`config.mk`:
```
export PLATFORM = sky130hd
export DESIGN_NAME = toggle_pulse_gen
export DESIGN_NICKNAME = d
export VERILOG_FILES = /design/src/rtl/toggle_pulse_gen.sv
export SDC_FILE = /design/constraint.sdc
export NUM_CORES = 1
export LEC_CHECK = 0
export BUFFER_PORTS_ARGS = -buffer_cell sky130_fd_sc_hd__buf_4
export CAP_MARGIN = 25
export CORE_UTILIZATION = 35
export CTS_CLUSTER_DIAMETER = 50
export DETAILED_ROUTE_END_ITERATION = 8
export GPL_TIMING_DRIVEN = 0
export PLACE_DENSITY = 0.47
export SYNTH_ARGS = -nofsm -noshare
export SYNTH_HDL_FRONTEND = slang
export SYNTH_SLANG_ARGS = --single-unit
```
`constraint.sdc`:
```
create_clock -name clk -period 4.3 [get_ports clk]
set_input_delay 0.215 -clock clk [delete_from_list [all_inputs] [get_ports clk]]
set_output_delay 0.215 -clock clk [all_outputs]
set_load 0.05 [all_outputs]
```
`src/rtl/toggle_pulse_gen.sv`:
```
// Purpose : turns a raw, bouncing push-button level into clean one-cycle
//           toggle pulses for a T flip-flop, with optional auto-repeat while held.
// Latency : first pulse appears DEBOUNCE+3 edges after btn_in rises; no backpressure
//           (t_out is a fire-and-forget strobe, pulses suppressed by enable are dropped).
//
// Ports:
//   clk         - system clock, rising edge
//   reset_n     - asynchronous active-low reset
//   btn_in      - raw asynchronous button level (may bounce)
//   enable      - 0 suppresses t_out and counting; the FSM keeps tracking the button
//   t_out       - registered single-cycle toggle pulse
//   btn_level   - registered debounced button level
//   pulse_count - number of t_out pulses issued, wraps modulo 256

module toggle_pulse_gen #(
  parameter int CNT_W         = 16,
  parameter int DEBOUNCE      = 1000,
  parameter int REPEAT_DELAY  = 50000,
  parameter int REPEAT_PERIOD = 10000,
  parameter bit REPEAT_EN     = 1'b1
) (
  input  logic       clk,
  input  logic       reset_n,
  input  logic       btn_in,
  input  logic       enable,
  output logic       t_out,
  output logic       btn_level,
  output logic [7:0] pulse_count
);

  // Terminal counts for the shared timer (one cycle before each interval ends).
  localparam logic [CNT_W-1:0] DB_LAST  = CNT_W'(DEBOUNCE - 1);
  localparam logic [CNT_W-1:0] RD_LAST  = CNT_W'(REPEAT_DELAY - 1);
  localparam logic [CNT_W-1:0] RP_LAST  = CNT_W'(REPEAT_PERIOD - 1);
  localparam logic [CNT_W-1:0] CNT_ONE  = CNT_W'(1);
  localparam logic [CNT_W-1:0] CNT_ZERO = '0;

  typedef enum logic [2:0] {
    IDLE       = 3'd0,
    DB_PRESS   = 3'd1,
    PRESSED    = 3'd2,
    REPEAT     = 3'd3,
    DB_RELEASE = 3'd4
  } state_t;

  // Two-flop synchronizer; only btn_s is used by the FSM.
  logic s1;
  logic btn_s;

  state_t           state;
  state_t           state_nxt;
  logic [CNT_W-1:0] cnt;
  logic [CNT_W-1:0] cnt_nxt;
  logic             level_nxt;
  logic             fire;

  always_ff @(posedge clk or negedge reset_n) begin
    if (!reset_n) begin
      s1    <= 1'b0;
      btn_s <= 1'b0;
    end else begin
      s1    <= btn_in;
      btn_s <= s1;
    end
  end

  always_ff @(posedge clk or negedge reset_n) begin
    if (!reset_n) begin
      state <= IDLE;
      cnt   <= CNT_ZERO;
    end else begin
      state <= state_nxt;
      cnt   <= cnt_nxt;
    end
  end

  // Next-state logic. A low btn_s is always tested before any timer expiry
  // so a release coinciding with a repeat deadline never emits a pulse.
  always_comb begin
    state_nxt = state;
    cnt_nxt   = cnt;
    level_nxt = btn_level;
    fire      = 1'b0;
    case (state)
      IDLE: begin
        if (btn_s) begin
          state_nxt = DB_PRESS;
          cnt_nxt   = CNT_ZERO;
        end
      end
      DB_PRESS: begin
        if (!btn_s) begin
          state_nxt = IDLE;
        end else if (cnt == DB_LAST) begin
          state_nxt = PRESSED;
          cnt_nxt   = CNT_ZERO;
          level_nxt = 1'b1;
          fire      = 1'b1;
        end else begin
          cnt_nxt = cnt + CNT_ONE;
        end
      end
      PRESSED: begin
        if (!btn_s) begin
          state_nxt = DB_RELEASE;
          cnt_nxt   = CNT_ZERO;
        end else if (cnt == RD_LAST) begin
          // Without auto-repeat the timer parks at its terminal value.
          if (REPEAT_EN) begin
            state_nxt = REPEAT;
            cnt_nxt   = CNT_ZERO;
            fire      = 1'b1;
          end
        end else begin
          cnt_nxt = cnt + CNT_ONE;
        end
      end
      REPEAT: begin
        if (!btn_s) begin
          state_nxt = DB_RELEASE;
          cnt_nxt   = CNT_ZERO;
        end else if (cnt == RP_LAST) begin
          cnt_nxt = CNT_ZERO;
          fire    = 1'b1;
        end else begin
          cnt_nxt = cnt + CNT_ONE;
        end
      end
      DB_RELEASE: begin
        if (btn_s) begin
          // Release was a glitch: back to held, repeat delay starts over.
          state_nxt = PRESSED;
          cnt_nxt   = CNT_ZERO;
        end else if (cnt == DB_LAST) begin
          state_nxt = IDLE;
          level_nxt = 1'b0;
        end else begin
          cnt_nxt = cnt + CNT_ONE;
        end
      end
      default: begin
        state_nxt = IDLE;
        cnt_nxt   = CNT_ZERO;
      end
    endcase
  end

  // Output registers. A pulse decision made while enable=0 is simply lost.
  always_ff @(posedge clk or negedge reset_n) begin
    if (!reset_n) begin
      t_out       <= 1'b0;
      btn_level   <= 1'b0;
      pulse_count <= 8'd0;
    end else begin
      t_out     <= fire & enable;
      btn_level <= level_nxt;
      if (fire && enable) begin
        pulse_count <= pulse_count + 8'd1;
      end
    end
  end

endmodule

```
### Word level (Yosys, flattened, before mapping)

Index checks and enable logic that the tools add are counted.

| word-level totals | value |
|---|---|
| bits in registers | 31 |
| bits of input ports | 4 |
| output and inout bits | 10 |

| operators by class | value |
|---|---|
| $add $sub $neg | 2 |
| eq/ne operators | 17 |
| mux-type cells | 31 |
| bitwise operators | 1 |
| reductions and logical operators | 6 |

Operators by type and width:

| operator | number |
|---|---|
| 16-bit 2-to-1 mux | 9 |
| 16-bit one-hot mux with 5 select lines | 1 |
| 3-bit 2-to-1 mux | 8 |
| 16-bit by 1-bit adder with 16-bit output, second input constant | 1 |
| 16-bit by 10-bit == test with 1-bit output, second input constant | 1 |
| 16-bit by 14-bit == test with 1-bit output, second input constant | 1 |
| 16-bit == test, second input constant | 1 |
| 3-bit one-hot mux with 5 select lines | 1 |
| 2-bit != test, second input constant | 6 |
| 3-bit != test, second input constant | 4 |
| 1-bit 2-to-1 mux | 10 |
| 5-bit AND reduction | 2 |
| 8-bit by 1-bit adder with 8-bit output, second input constant | 1 |
| 3-bit by 2-bit == test with 1-bit output, second input constant | 2 |
| 3-bit by 1-bit == test with 1-bit output, second input constant | 1 |
| 3-bit == test, second input constant | 1 |
| 3-bit zero test | 1 |
| 1-bit one-hot mux with 3 select lines | 1 |
| 3-bit AND reduction | 1 |
| 1-bit one-hot mux with 2 select lines | 1 |
| 2-bit nonzero test | 1 |
| 1-bit bitwise AND | 1 |
| 1-bit logical AND | 1 |

### Longest topological paths before layout

Gate-level depths: netlist of the first run.

| depth | value |
|---|---|
| word-level depth | 5 |
| gate-level depth with buffers | 8 |
| depth with buffers taken out | 6 |

### Least setup slack after synthesis of the first run

Ideal clock, no wire load.

| path | value |
|---|---|
| path kind | flip-flop to flip-flop |
| start point | register cnt[4] |
| end point | register pulse_count[1] |
| setup time | 0.125 ns |
| arrival time | 2.050 ns |
| data required time | 4.175 ns |
| slack | 2.125 ns |
| cell stages (with the launch flop) | 6 |
| path buffers | 0 |
| period minus slack after synthesis | 2.175 ns |
| cells stage by stage | dfrtp_1 -> or4_4 -> o41a_1 -> o21a_4 -> nor3_4 -> mux2_4 |

| between the ends | value |
|---|---|
| word-level cells in the longest chain between the ends | 5 |
| elaborated cells between the ends (all ways) | 11 |
| classes of those cells | 3 x eq/ne; 7 x mux; 1 x reduce/logical |

Ends and longest elaborated chain:

| element | line | source |
|---|---|---|
| start: declaration | 52 | `logic [CNT_W-1:0] cnt;` |
| start signal: assignment | 73 | `cnt <= cnt_nxt;` |
| 16-bit by 14-bit == test with 1-bit output, or another cell as far along | 122 | `end else if (cnt == RP_LAST) begin` |
| 1-bit 2-to-1 mux, on equally long branches | 122, 107, 94 |  |
| 1-bit 2-to-1 mux, on equally long branches | 119, 104, 92 |  |
| 1-bit one-hot mux with 3 select lines (*) | 84 | `case (state)` |
| 1-bit logical AND (*) | 157 | `if (fire && enable) begin` |
| end signal: assignment | 158 | `pulse_count <= pulse_count + 8'd1;` |
| end: declaration | 28 | `output logic [7:0] pulse_count` |

Every way passes the cells marked *; elsewhere a longest branch is shown, timed or not.
A chain may end at the register's enable or synchronous reset.

### Worst setup path in the final report of the first run

| path | value |
|---|---|
| start point | register cnt[6] |
| end point | register pulse_count[1] |

Same word-level chain as after synthesis.

==> results of run 1 <==
==> final timing paths <==
path,to,slack (ns),depth (start not counted)
max in group asynchronous,pulse_count[1]$_DFFE_PN0P_,3.60,2
worst max-delay path,pulse_count[1]$_DFFE_PN0P_,1.98,5
worst max register to register,pulse_count[1]$_DFFE_PN0P_,1.98,5
worst min register to register,btn_s$_DFF_PN0_,0.35,0
min in group asynchronous,cnt[7]$_DFFE_PN0P_,0.41,2
worst min-delay path,s1$_DFF_PN0_,0.05,1
==> layout make-up <==
| type | instances | area, um2 | share of cell area |
|---|---|---|---|
| timing repair buffer | 14 | 108 | 0.0509 |
| multi-input combinational | 136 | 1000 | 0.475 |
| clock buffer | 6 | 72.6 | 0.0343 |
| sequential | 31 | 776 | 0.367 |
| tap | 70 | 87.6 | 0.0414 |
| buffer | 5 | 48.8 | 0.0231 |
| inverter | 5 | 18.8 | 0.00888 |
==> synthesized netlist by cell type, drive strengths merged (3+ instances only) <==
cell | instances | area, um2
buf | 4 | 45.0
nor3 | 9 | 61.3
dfrtp | 31 | 776
nand3 | 8 | 40.0
nor2 | 17 | 96.3
xnor2 | 5 | 43.8
or4 | 3 | 26.3
nor4 | 8 | 96.3
o21ai | 7 | 35.0
nand4 | 4 | 25.0
xor2 | 12 | 105
or3 | 5 | 31.3
inv | 5 | 18.8
o211ai | 6 | 50.1
nand2 | 15 | 56.3
and4 | 4 | 40.0
a21oi | 3 | 15.0
o22ai | 3 | 18.8
==> cell families (layout without fill, tap and decap cells) <==
kind of cell	Yosys count	in the layout	synth area share
buf+inv	10	30	0.0366
fa+ha+maj	2	2	0.0135
compound gates	25	25	0.101
flops	31	31	0.420
xor+xnor	17	17	0.0806
simple gates	91	91	0.340
mux	1	1	0.00813
==> power by group <==
part | internal (mW) | switching (mW) | leakage (nW)
Clock | 0.108 | 0.0993 | 0.0371
Sequential | 0.297 | 0.00655 | 0.424
Combinational | 0.0114 | 0.0211 | 0.396
Total | 0.416 | 0.127 | 0.857
==> metal layers <==
| metal | vias up | GRT usage | routed length, um |
|---|---|---|---|
| li1 | 696 | - | - |
| met1 | 720 | 0.224 | 1880 |
| met2 | 20 | 0.262 | 1990 |
| met3 | 9 | 0.0428 | 122 |
| met4 | 0 | 0.0755 | 65 |
| met5 | - | 0 | 0 |
==> critical path, delay by kind of cell (launching register included) <==
kind               cells  cell delay, ns
muxes                  1            0.33
and+or+nand+nor        2            0.80
AOI/OAI and AO/OA      2            0.62
DFF                    1            0.46
==> state kept, by name, indices dropped and copies added, names as in the netlist <==
name	flops
cnt	16
pulse_count	8
state	3
btn_level	1
btn_s	1
s1	1
t_out	1
==> what timing repair did <==
action / CTS / global route
gates resized for setup: 0 / 0
hold endpoints to repair: 31 / 0
hold buffers: 1 / 0
==> cells in the final DEF (no fill, tap or decap), types with 3 or more instances in the layout <==
cell type and n:
dfrtp_1 31, nand2_1 15, buf_4 13, xor2_1 12
nor2_2 10, nand3_1 8, nor3_1 7, nor2_1 6
o21ai_0 6, inv_1 5, or3_1 5, xnor2_1 5
o211ai_1 5, nor4_2 5, clkbuf_8 5, buf_6 4
nand4_1 4, a21oi_1 3, o22ai_1 3
==> impl_metrics.csv, run 1 <==
group,metric,value,unit
critical_path,critPathRequiredTime,4.45,ns
global_route,grt_pass1_vias,1416,
sta,worst_slack,1.98,ns
detailed_routing,drt-total-wl,4050,um
place,post-place-ws,1.97,ns
place,hpwl,2980,um
detailed_routing,vias,1445,
clock_network,cts_sinks,31,
sta,finalCritPeriodShare,0.540,
cells_and_area,final_nets,204,
sta,maxSlewViolCount,0,
pwr,ir_drop,0.000147,V
critical_path,worstSetupEndpointType,"flip-flop",
critical_path,max_stage_delay,0.54,ns
global_route,track_usage,0.169,
yosys,syn-cell-area,0.00185,mm2
global_route,overflow,0,
detailed_routing,wire_per_inst,15.2,um
pwr,p_leak,0.857,nW
clock_network,clock_path_buffers,2,
clock_network,numCtsBuffers,5,
critical_path,arrival,2.48,ns
floorplan,ioPinCount,14,
place,placed_area,0.00203,mm2
sta,tns,0,ns
global_route,grt_max_degree,32,
yosys,synth-edff-count,0,
sta,min_period,2.32,ns
clock_network,clkTransAtPathRegs,0.06,ns
floorplan,die_width,74.6,um
critical_path,critPathLaunchType,"flip-flop",
floorplan,dieArea,0.00557,mm2
floorplan,num_rows,26,
cells_and_area,final_util,0.414,
clock_network,clock_latency,0.28,ns
critical_path,startpoint,"cnt[6]$_DFFE_PN0P_",
yosys,netlist_instances,177,
detailed_routing,ant_nets,0,
sta,clock.fmax,430,MHz
cells_and_area,drive_above_1_share,0.264,
detailed_routing,drc,0,
global_route,antenna_found_initial,0,
floorplan,fp.dieH,74.6,um
yosys,ys_seq_area_frac,0.420,
critical_path,reg2reg_from,"cnt[6]$_DFFE_PN0P_",
detailed_routing,firstDrtPassIters,4,
pwr,p_total,0.543,mW
detailed_routing,viasPerCell,5.41,
floorplan,core_region_area,0.00511,mm2
place,numPortBuffers,13,
sta,whs,0.0455,ns
outcome,status,"finished, final reports clean",
yosys,synth_flop_cell,"dfrtp_1",
sta,worst_pin_slew,0.660,ns
cells_and_area,fill_cells,519,
detailed_routing,drt_iter0_markers,107,
sta,finClkSkew,0.00938,ns
sta,max-slew-margin-rel,0.557,
cells_and_area,num_antenna_cells,0,
place,dp.cells,260,
clock_network,cts_tree,"done",
critical_path,cp_slowest_cell,"or4_4",
pwr,p_per_area,257,mW/mm2
place,routabilityCongestion,0.842,
yosys,postSynthAreaPerCell,10.4,um2
global_route,grt_first_pass_wirelength,6980,um
critical_path,path_class,"flip-flop to flip-flop",
sta,setup_viol,0,
hold_path,hold_path.class,"primary input to flip-flop",
critical_path,path_cells,"or4_4, o41a_1, o21a_4, nor3_4, mux2_4",
clock_network,clockRootBuffer,"clkbuf_8",
cells_and_area,final_cell_count_no_fill,267,
hold_path,holdCritStartpoint,"btn_in",
yosys,synth_nets,183,
yosys,async_flop_share,1.00,
yosys,synth_cell_types,52,
sta,grt_setup_unrepaired,"no",
sta,final_hold_viol_count,0,
job,drv_cap,0,
cells_and_area,fin_area,0.00211,mm2
yosys,ys_ff_latch,31,
floorplan,initial_core_util,0.362,
clock_network,cts_max_level,2,
critical_path,worstPathMaxFanout,7,
cells_and_area,syn_to_final_growth,14.5,%
yosys,ys_warn_count,0,
clock_network,post_cts_buffers,0,
Note: power is estimated with default switching activity, not from simulation.
==> run 2, diff against run 1 <==
--- a/config.mk
+++ b/config.mk
@@ -5,13 +5,14 @@
 export SDC_FILE = /design/constraint.sdc
 export NUM_CORES = 1
 export LEC_CHECK = 0
+export ABC_AREA = 1
 export BUFFER_PORTS_ARGS = -buffer_cell sky130_fd_sc_hd__buf_4
 export CAP_MARGIN = 25
 export CORE_UTILIZATION = 35
 export CTS_CLUSTER_DIAMETER = 50
 export DETAILED_ROUTE_END_ITERATION = 8
 export GPL_TIMING_DRIVEN = 0
-export PLACE_DENSITY = 0.47
+export PLACE_DENSITY = 0.49
 export SYNTH_ARGS = -nofsm -noshare
 export SYNTH_HDL_FRONTEND = slang
 export SYNTH_SLANG_ARGS = --single-unit
==> constraint.sdc (replaced) <==
create_clock -name clk -period 1.9 [get_ports clk]
set_input_delay 0.095 -clock clk [delete_from_list [all_inputs] [get_ports clk]]
set_output_delay 0.095 -clock clk [all_outputs]
set_load 0.05 [all_outputs]
==> run 2 against run 1 <==
Die area increased by 11%. Final area increased by 15%. Clock power rose to 3.2 times the previous value. Routed wire length increased by 24%. Count of clock-buffer cells in the layout is 1 lower. Synthesized area is 12% higher. First-iteration DRC count fell by 18%. Clock skew is 0.0057 ns lower. Critical path depth increased by 4. Synthesized cell count increased by 75%. Worst setup slack worse by 1.8 ns. Sequential share of layout area fell by 4.7 points. Critical path type unchanged.
==> impl_metrics.csv, run 2 <==
group,metric,value,unit
outcome,status,"finished, final reports clean",
cells_and_area,final_util,0.435,
critical_path,worstSetupEndpointType,"flip-flop",
clock_network,clock_latency,0.29,ns
yosys,yosys.area.top_type,"dfrtp_1",
cells_and_area,drive_above_1_share,0.156,
yosys,netlist_instances,310,
place,placed_area,0.00225,mm2
yosys,ys_seq_area_frac,0.376,
detailed_routing,met1_length,2830,um
sta,maxSlewViolCount,0,
detailed_routing,top_layer,"met4",
yosys,ys_warn_count,0,
hold_path,hold_path.class,"primary input to async pin",
sta,final_hold_viol_count,0,
global_route,antenna_found_initial,0,
cells_and_area,largest_reg_flops,16,
cells_and_area,num_antenna_cells,0,
critical_path,worstPathMaxFanout,10,
cells_and_area,layout_common_cells,"99 x nand2_1, 40 x nor2_1, 39 x inv_1",
critical_path,path_class,"flip-flop to flip-flop",
global_route,grt_pass1_vias,1728,
place,hpwl,3790,um
global_route,track_usage,0.177,
sta,min_period,1.75,ns
pwr,p_total,2.05,mW
detailed_routing,firstDrtPassIters,4,
clock_network,cts_max_level,2,
yosys,synth_top_area_frac,0.376,
cells_and_area,final_common_cell,"nand2_1",
clock_network,cts_sinks,31,
sta,finalCritPeriodShare,0.922,
detailed_routing,wire_per_inst,12.4,um
yosys,postSynthAreaPerCell,6.65,um2
yosys,synthTopCellsByCount,"99 x nand2_1, 43 x nor2_1, 39 x inv_1, 31 x dfrtp_1, 28 x nand3_1",
detailed_routing,dr_wl_met3,89,um
critical_path,max_stage_delay,0.45,ns
sta,setup_viol,0,
yosys,synth_nets,316,
yosys,ys_ff_latch,31,
detailed_routing,drc,0,
global_route,overflow,0,
critical_path,timing.critical_path.buf_inv,1,
floorplan,ioPinCount,14,
cells_and_area,reg.largest.list,"cnt x16, pulse_count x8, state x3",
floorplan,fp.dieH,78.7,um
detailed_routing,vias,1898,
pwr,p_leak,1.20,nW
detailed_routing,drt-total-wl,5010,um
yosys,yosys-top-cells-area,"dfrtp_1 38%, nand2_1 18%, nor2_1 7.8%",
yosys,synth_most_common_cell,"nand2_1",
place,routabilityCongestion,0.800,
critical_path,critPathRequiredTime,2.08,ns
yosys,async_flop_share,1.00,
job,drv_cap,0,
clock_network,clock_path_buffers,2,
detailed_routing,ant_nets,0,
cells_and_area,top_register,"cnt",
global_route,grt_first_pass_wirelength,8330,um
cells_and_area,final_nets,338,
clock_network,numCtsBuffers,5,
pwr,p_per_area,846,mW/mm2
sta,clock.fmax,571,MHz
floorplan,num_rows,27,
yosys,syn-cell-area,0.00206,mm2
critical_path,critPathLaunchType,"flip-flop",
pwr,ir_drop,0.000458,V
sta,worst_pin_slew,0.567,ns
critical_path,cp_slowest_cell,"dfrtp_1",
floorplan,core_region_area,0.00557,mm2
critical_path,crit_family,"simple AND/OR/NAND/NOR gates",
place,numPortBuffers,13,
global_route,grt_max_degree,32,
yosys,synth-edff-count,0,
clock_network,cts_tree,"done",
detailed_routing,wl_met2,2040,um
critical_path,arrival,1.93,ns
detailed_routing,drt_iter0_markers,88,
floorplan,die_width,78.7,um
sta,max-slew-margin-rel,0.619,
yosys,synth_cell_types,24,
sta,grt_setup_unrepaired,"no",
critical_path,path_cells,"nor2_1, nand2_1, nor2_4, nand3_2, nand2_4, buf_4, o21ai_0, nand2_1, nor2_1",
floorplan,dieArea,0.00620,mm2
clock_network,clkTransAtPathRegs,0.07,ns
cells_and_area,syn_to_final_growth,17.7,%
detailed_routing,viasPerCell,4.69,
cells_and_area,fin_area,0.00242,mm2
clock_network,clockRootBuffer,"clkbuf_8",
floorplan,initial_core_util,0.370,
yosys,synth_flop_cell,"dfrtp_1",
critical_path,regToRegSetupSlack,0.15,ns
sta,tns,0,ns
sta,finClkSkew,0.00367,ns
cells_and_area,fill_cells,609,
## run 2: cell count changes after synthesis, sizes merged, moves of 5 or more
cell	change
inv	+36
nand2	+89
nand3	+26
nand4	+6
nor2	+34
nor4	-8
o211ai	-5
or3	-5
xor2	-11
## run 2: worst paths after layout
kind / from / to / depth (start not counted)
hold / removal: reset_n / cnt[14]$_DFFE_PN0P_ / 2
min in group clk: enable / t_out$_DFF_PN0_ / 5
setup reg to reg: cnt[13]$_DFFE_PN0P_ / cnt[7]$_DFFE_PN0P_ / 9
setup / recovery: cnt[13]$_DFFE_PN0P_ / cnt[7]$_DFFE_PN0P_ / 9
hold reg to reg: s1$_DFF_PN0_ / btn_s$_DFF_PN0_ / 0
max in group asynchronous: reset_n / cnt[6]$_DFFE_PN0P_ / 2
## run 2: worst reg2reg max path: stages (launching register included)
cell,delay (ns)
dfrtp_1,0.45
nor2_1,0.27
nand2_1,0.14
nor2_4,0.12
nand3_2,0.12
nand2_4,0.12
buf_4,0.19
o21ai_0,0.09
nand2_1,0.09
nor2_1,0.05
## run 2: cells by family after synthesis
| group | synth area share |
|---|---|
| AOI/OAI and AO/OA | 0.0449 |
| xor gates and xnor gates | 0.0128 |
| adders and majority gates | 0.0121 |
| buffers and inverters | 0.0953 |
| DFF | 0.376 |
| and+or+nand+nor | 0.458 |
## run 2: final cells by class
class | count | area, um2 | area share
Clock inverter | 3 | 43.8 | 0.0181
Sequential cell | 31 | 776 | 0.320
Buffer | 4 | 35.0 | 0.0144
Clock buffer | 5 | 68.8 | 0.0284
Tap cell | 72 | 90.1 | 0.0372
Inverter | 42 | 164 | 0.0676
Multi-Input combinational cell | 233 | 1130 | 0.466
Timing Repair Buffer | 15 | 118 | 0.0485
## run 2: power breakdown
part	total, mW	internal, mW	switching, mW
clock network	0.664	0.390	0.273
registers	0.776	0.710	0.0660
logic	0.612	0.190	0.422
## run 2: routing by layer
metal  global-route usage  up-vias
met1                0.262      855
met3               0.0345        8
met2                0.253       14
met4               0.0611        0
li1                     -     1021
met5                    0        -
## run 2: timing repair
action,in CTS,in global routing
endpoints found under the setup margin,0,16
hold buffers,2,0
setup buffers,0,0
hold endpoints to repair,32,0
gates resized for setup,0,10
## run 2: metrics by stage
step	std cells	hold WS (ns)	setup slack, ns
after floorplan	310	-0.201	0.346
after global placement	395	0.0717	0.0606
after detailed placement	395	0.0710	0.0477
after CTS	405	0.298	0.0252
after global routing	405	0.330	0.000203
final	405	0.273	0.148
==> run 3, diff against run 2 <==
--- a/config.mk
+++ b/config.mk
@@ -12,7 +12,7 @@
 export CTS_CLUSTER_DIAMETER = 50
 export DETAILED_ROUTE_END_ITERATION = 8
 export GPL_TIMING_DRIVEN = 0
-export PLACE_DENSITY = 0.49
+export PLACE_DENSITY = 0.47
 export SYNTH_ARGS = -nofsm -noshare
 export SYNTH_HDL_FRONTEND = slang
 export SYNTH_SLANG_ARGS = --single-unit
==> constraint.sdc (replaced) <==
create_clock -name clk -period 2.3 [get_ports clk]
set_input_delay 0.115 -clock clk [delete_from_list [all_inputs] [get_ports clk]]
set_output_delay 0.115 -clock clk [all_outputs]
set_load 0.005 [all_outputs]
==> run 3 against run 2 <==
Highest routed layer unchanged. Critical path depth up 1. Maximum frequency down 6.5%. First-iteration DRC count up 44%. Combinational power down 23%.
==> impl_metrics.csv, run 3 (synthesized netlist as in run 2, its figures left out) <==
group,metric,value,unit
cells_and_area,final_util,0.426,
sta,finClkSkew,0.00514,ns
critical_path,path_class,"flip-flop to flip-flop",
critical_path,critPathLaunchType,"flip-flop",
critical_path,worstSetupEndpointType,"flip-flop",
sta,tns,0,ns
sta,finalCritPeriodShare,0.814,
critical_path,crit_family,"simple AND/OR/NAND/NOR gates",
cells_and_area,top_register,"cnt",
cells_and_area,reg.largest.list,"cnt x16, pulse_count x8, state x3",
floorplan,num_rows,27,
critical_path,timing.critical_path.buf_inv,0,
clock_network,numCtsBuffers,5,
pwr,p_per_area,669,mW/mm2
critical_path,critPathRequiredTime,2.47,ns
floorplan,fp.dieH,78.7,um
critical_path,cp_slowest_cell,"dfrtp_1",
place,post-place-ws,0.430,ns
critical_path,worstPathMaxFanout,6,
cells_and_area,final_common_cell,"nand2_1",
critical_path,arrival,2.04,ns
sta,maxSlewViolCount,0,
cells_and_area,num_antenna_cells,0,
detailed_routing,drt_iter0_markers,127,
global_route,grt_first_pass_wirelength,8760,um
floorplan,initial_core_util,0.370,
critical_path,reg2regPathDepth,10,
detailed_routing,viasPerCell,4.76,
clock_network,cts_max_level,2,
sta,final_hold_viol_count,0,
sta,whs,0.308,ns
cells_and_area,fill_cells,633,
pwr,ir_drop,0.000322,V
job,drv_cap,0,
clock_network,clockRootBuffer,"clkbuf_8",
global_route,grt_max_degree,32,
detailed_routing,drc,0,
clock_network,cts_sinks,31,
outcome,status,"finished, final reports clean",
floorplan,core_region_area,0.00557,mm2
cells_and_area,layout_common_cells,"99 x nand2_1, 43 x nor2_1, 39 x inv_1",
clock_network,cts_tree,"done",
floorplan,die_width,78.7,um
clock_network,cts_resized,0,
sta,clock.fmax,534,MHz
pwr,p_leak,1.19,nW
clock_network,post_cts_buffers,0,
cells_and_area,largest_reg_flops,16,
global_route,overflow,0,
global_route,antenna_found_initial,0,
detailed_routing,wire_per_inst,12.6,um
place,hpwl,3800,um
cells_and_area,syn_to_final_growth,15.1,%
clock_network,clock_path_buffers,2,
clock_network,clkTransAtPathRegs,0.07,ns
critical_path,max_stage_delay,0.40,ns
floorplan,dieArea,0.00620,mm2
sta,worst_slack,0.427,ns
critical_path,reg2reg_from,"cnt[0]$_DFFE_PN0P_",
sta,grt_setup_unrepaired,"no",
detailed_routing,firstDrtPassIters,4,
critical_path,path_common_cell,"nand2_1",
critical_path,regToRegSetupSlack,0.43,ns
clock_network,clock_latency,0.28,ns
critical_path,path_depth,10,
detailed_routing,vias,1928,
critical_path,worstReg2RegEnd,"cnt[14]$_DFFE_PN0P_",
sta,setup_viol,0,
sta,max-slew-margin-rel,0.599,
place,numPortBuffers,13,
place,routabilityCongestion,0.796,
hold_path,hold_path.class,"primary input to async pin",
floorplan,ioPinCount,14,
sta,min_period,1.87,ns
detailed_routing,ant_nets,0,
cells_and_area,final_nets,338,
cells_and_area,drive_above_1_share,0.141,
critical_path,path_cells,"ha_1, nand3_2, nor2_1, nand2_1, nor2_2, nand2_1, nand2_1, nand2_1, nand3_1, nand2_1",
detailed_routing,drt-total-wl,5100,um
global_route,track_usage,0.183,
sta,worst_pin_slew,0.597,ns
global_route,grt_pass1_vias,1803,
## run 3: layout make-up
class                   instances  area, um2  share of cell area
multi-input cells             233       1090               0.459
clock inverters                 1       7.51             0.00316
inverters                      42        161              0.0680
plain buffers                   4       35.0              0.0148
clock buffers                   7       96.3              0.0406
flip-flops and latches         31        776               0.327
well taps                      72       90.1              0.0380
repair buffers                 15        118              0.0496
## run 3: worst register-to-register path, stage by stage, from the launching register on
cell and delay (ns):
dfrtp_1 0.40, ha_1 0.25, nand3_2 0.18, nor2_1 0.28
nand2_1 0.13, nor2_2 0.22, nand2_1 0.08, nand2_1 0.06
nand2_1 0.05, nand3_1 0.07, nand2_1 0.05
## run 3: metrics by stage
step | std cells | power [mW] | area, um2
floorplan | 310 | 0.974 | 2060
global placement | 395 | 1.12 | 2250
global route | 405 | 1.71 | 2370
CTS | 405 | 1.62 | 2370
detailed placement | 395 | 1.12 | 2250
finish | 405 | 1.59 | 2370
## run 3: worst max-delay path by stage
stage	startpoint	to
2_1_floorplan	cnt[0]$_DFFE_PN0P_	cnt[14]$_DFFE_PN0P_
3_3_place_gp	cnt[0]$_DFFE_PN0P_	cnt[14]$_DFFE_PN0P_
3_5_place_dp	cnt[0]$_DFFE_PN0P_	cnt[14]$_DFFE_PN0P_
4_1_cts	cnt[0]$_DFFE_PN0P_	cnt[14]$_DFFE_PN0P_
5_1_grt	cnt[0]$_DFFE_PN0P_	cnt[14]$_DFFE_PN0P_
6_report	cnt[0]$_DFFE_PN0P_	cnt[14]$_DFFE_PN0P_
## run 3: per-layer routing
layer  GRT usage  share of wire  up-vias
met2       0.264           0.43       19
met1       0.275           0.53      886
met5           0              0        -
met3      0.0345          0.028        2
met4      0.0500         0.0053        0
li1            -              -     1021
## run 3: repair_timing
action	4_1_cts	5_1_grt
hold buffers	2	0
setup endpoints to repair	0	0
hold endpoints to repair	32	0
## run 3: where the power goes
| part | total [mW] | internal [mW] | switching [mW] |
|---|---|---|---|
| combinational | 0.471 | 0.137 | 0.334 |
| clock | 0.483 | 0.272 | 0.210 |
| sequential | 0.635 | 0.587 | 0.0474 |
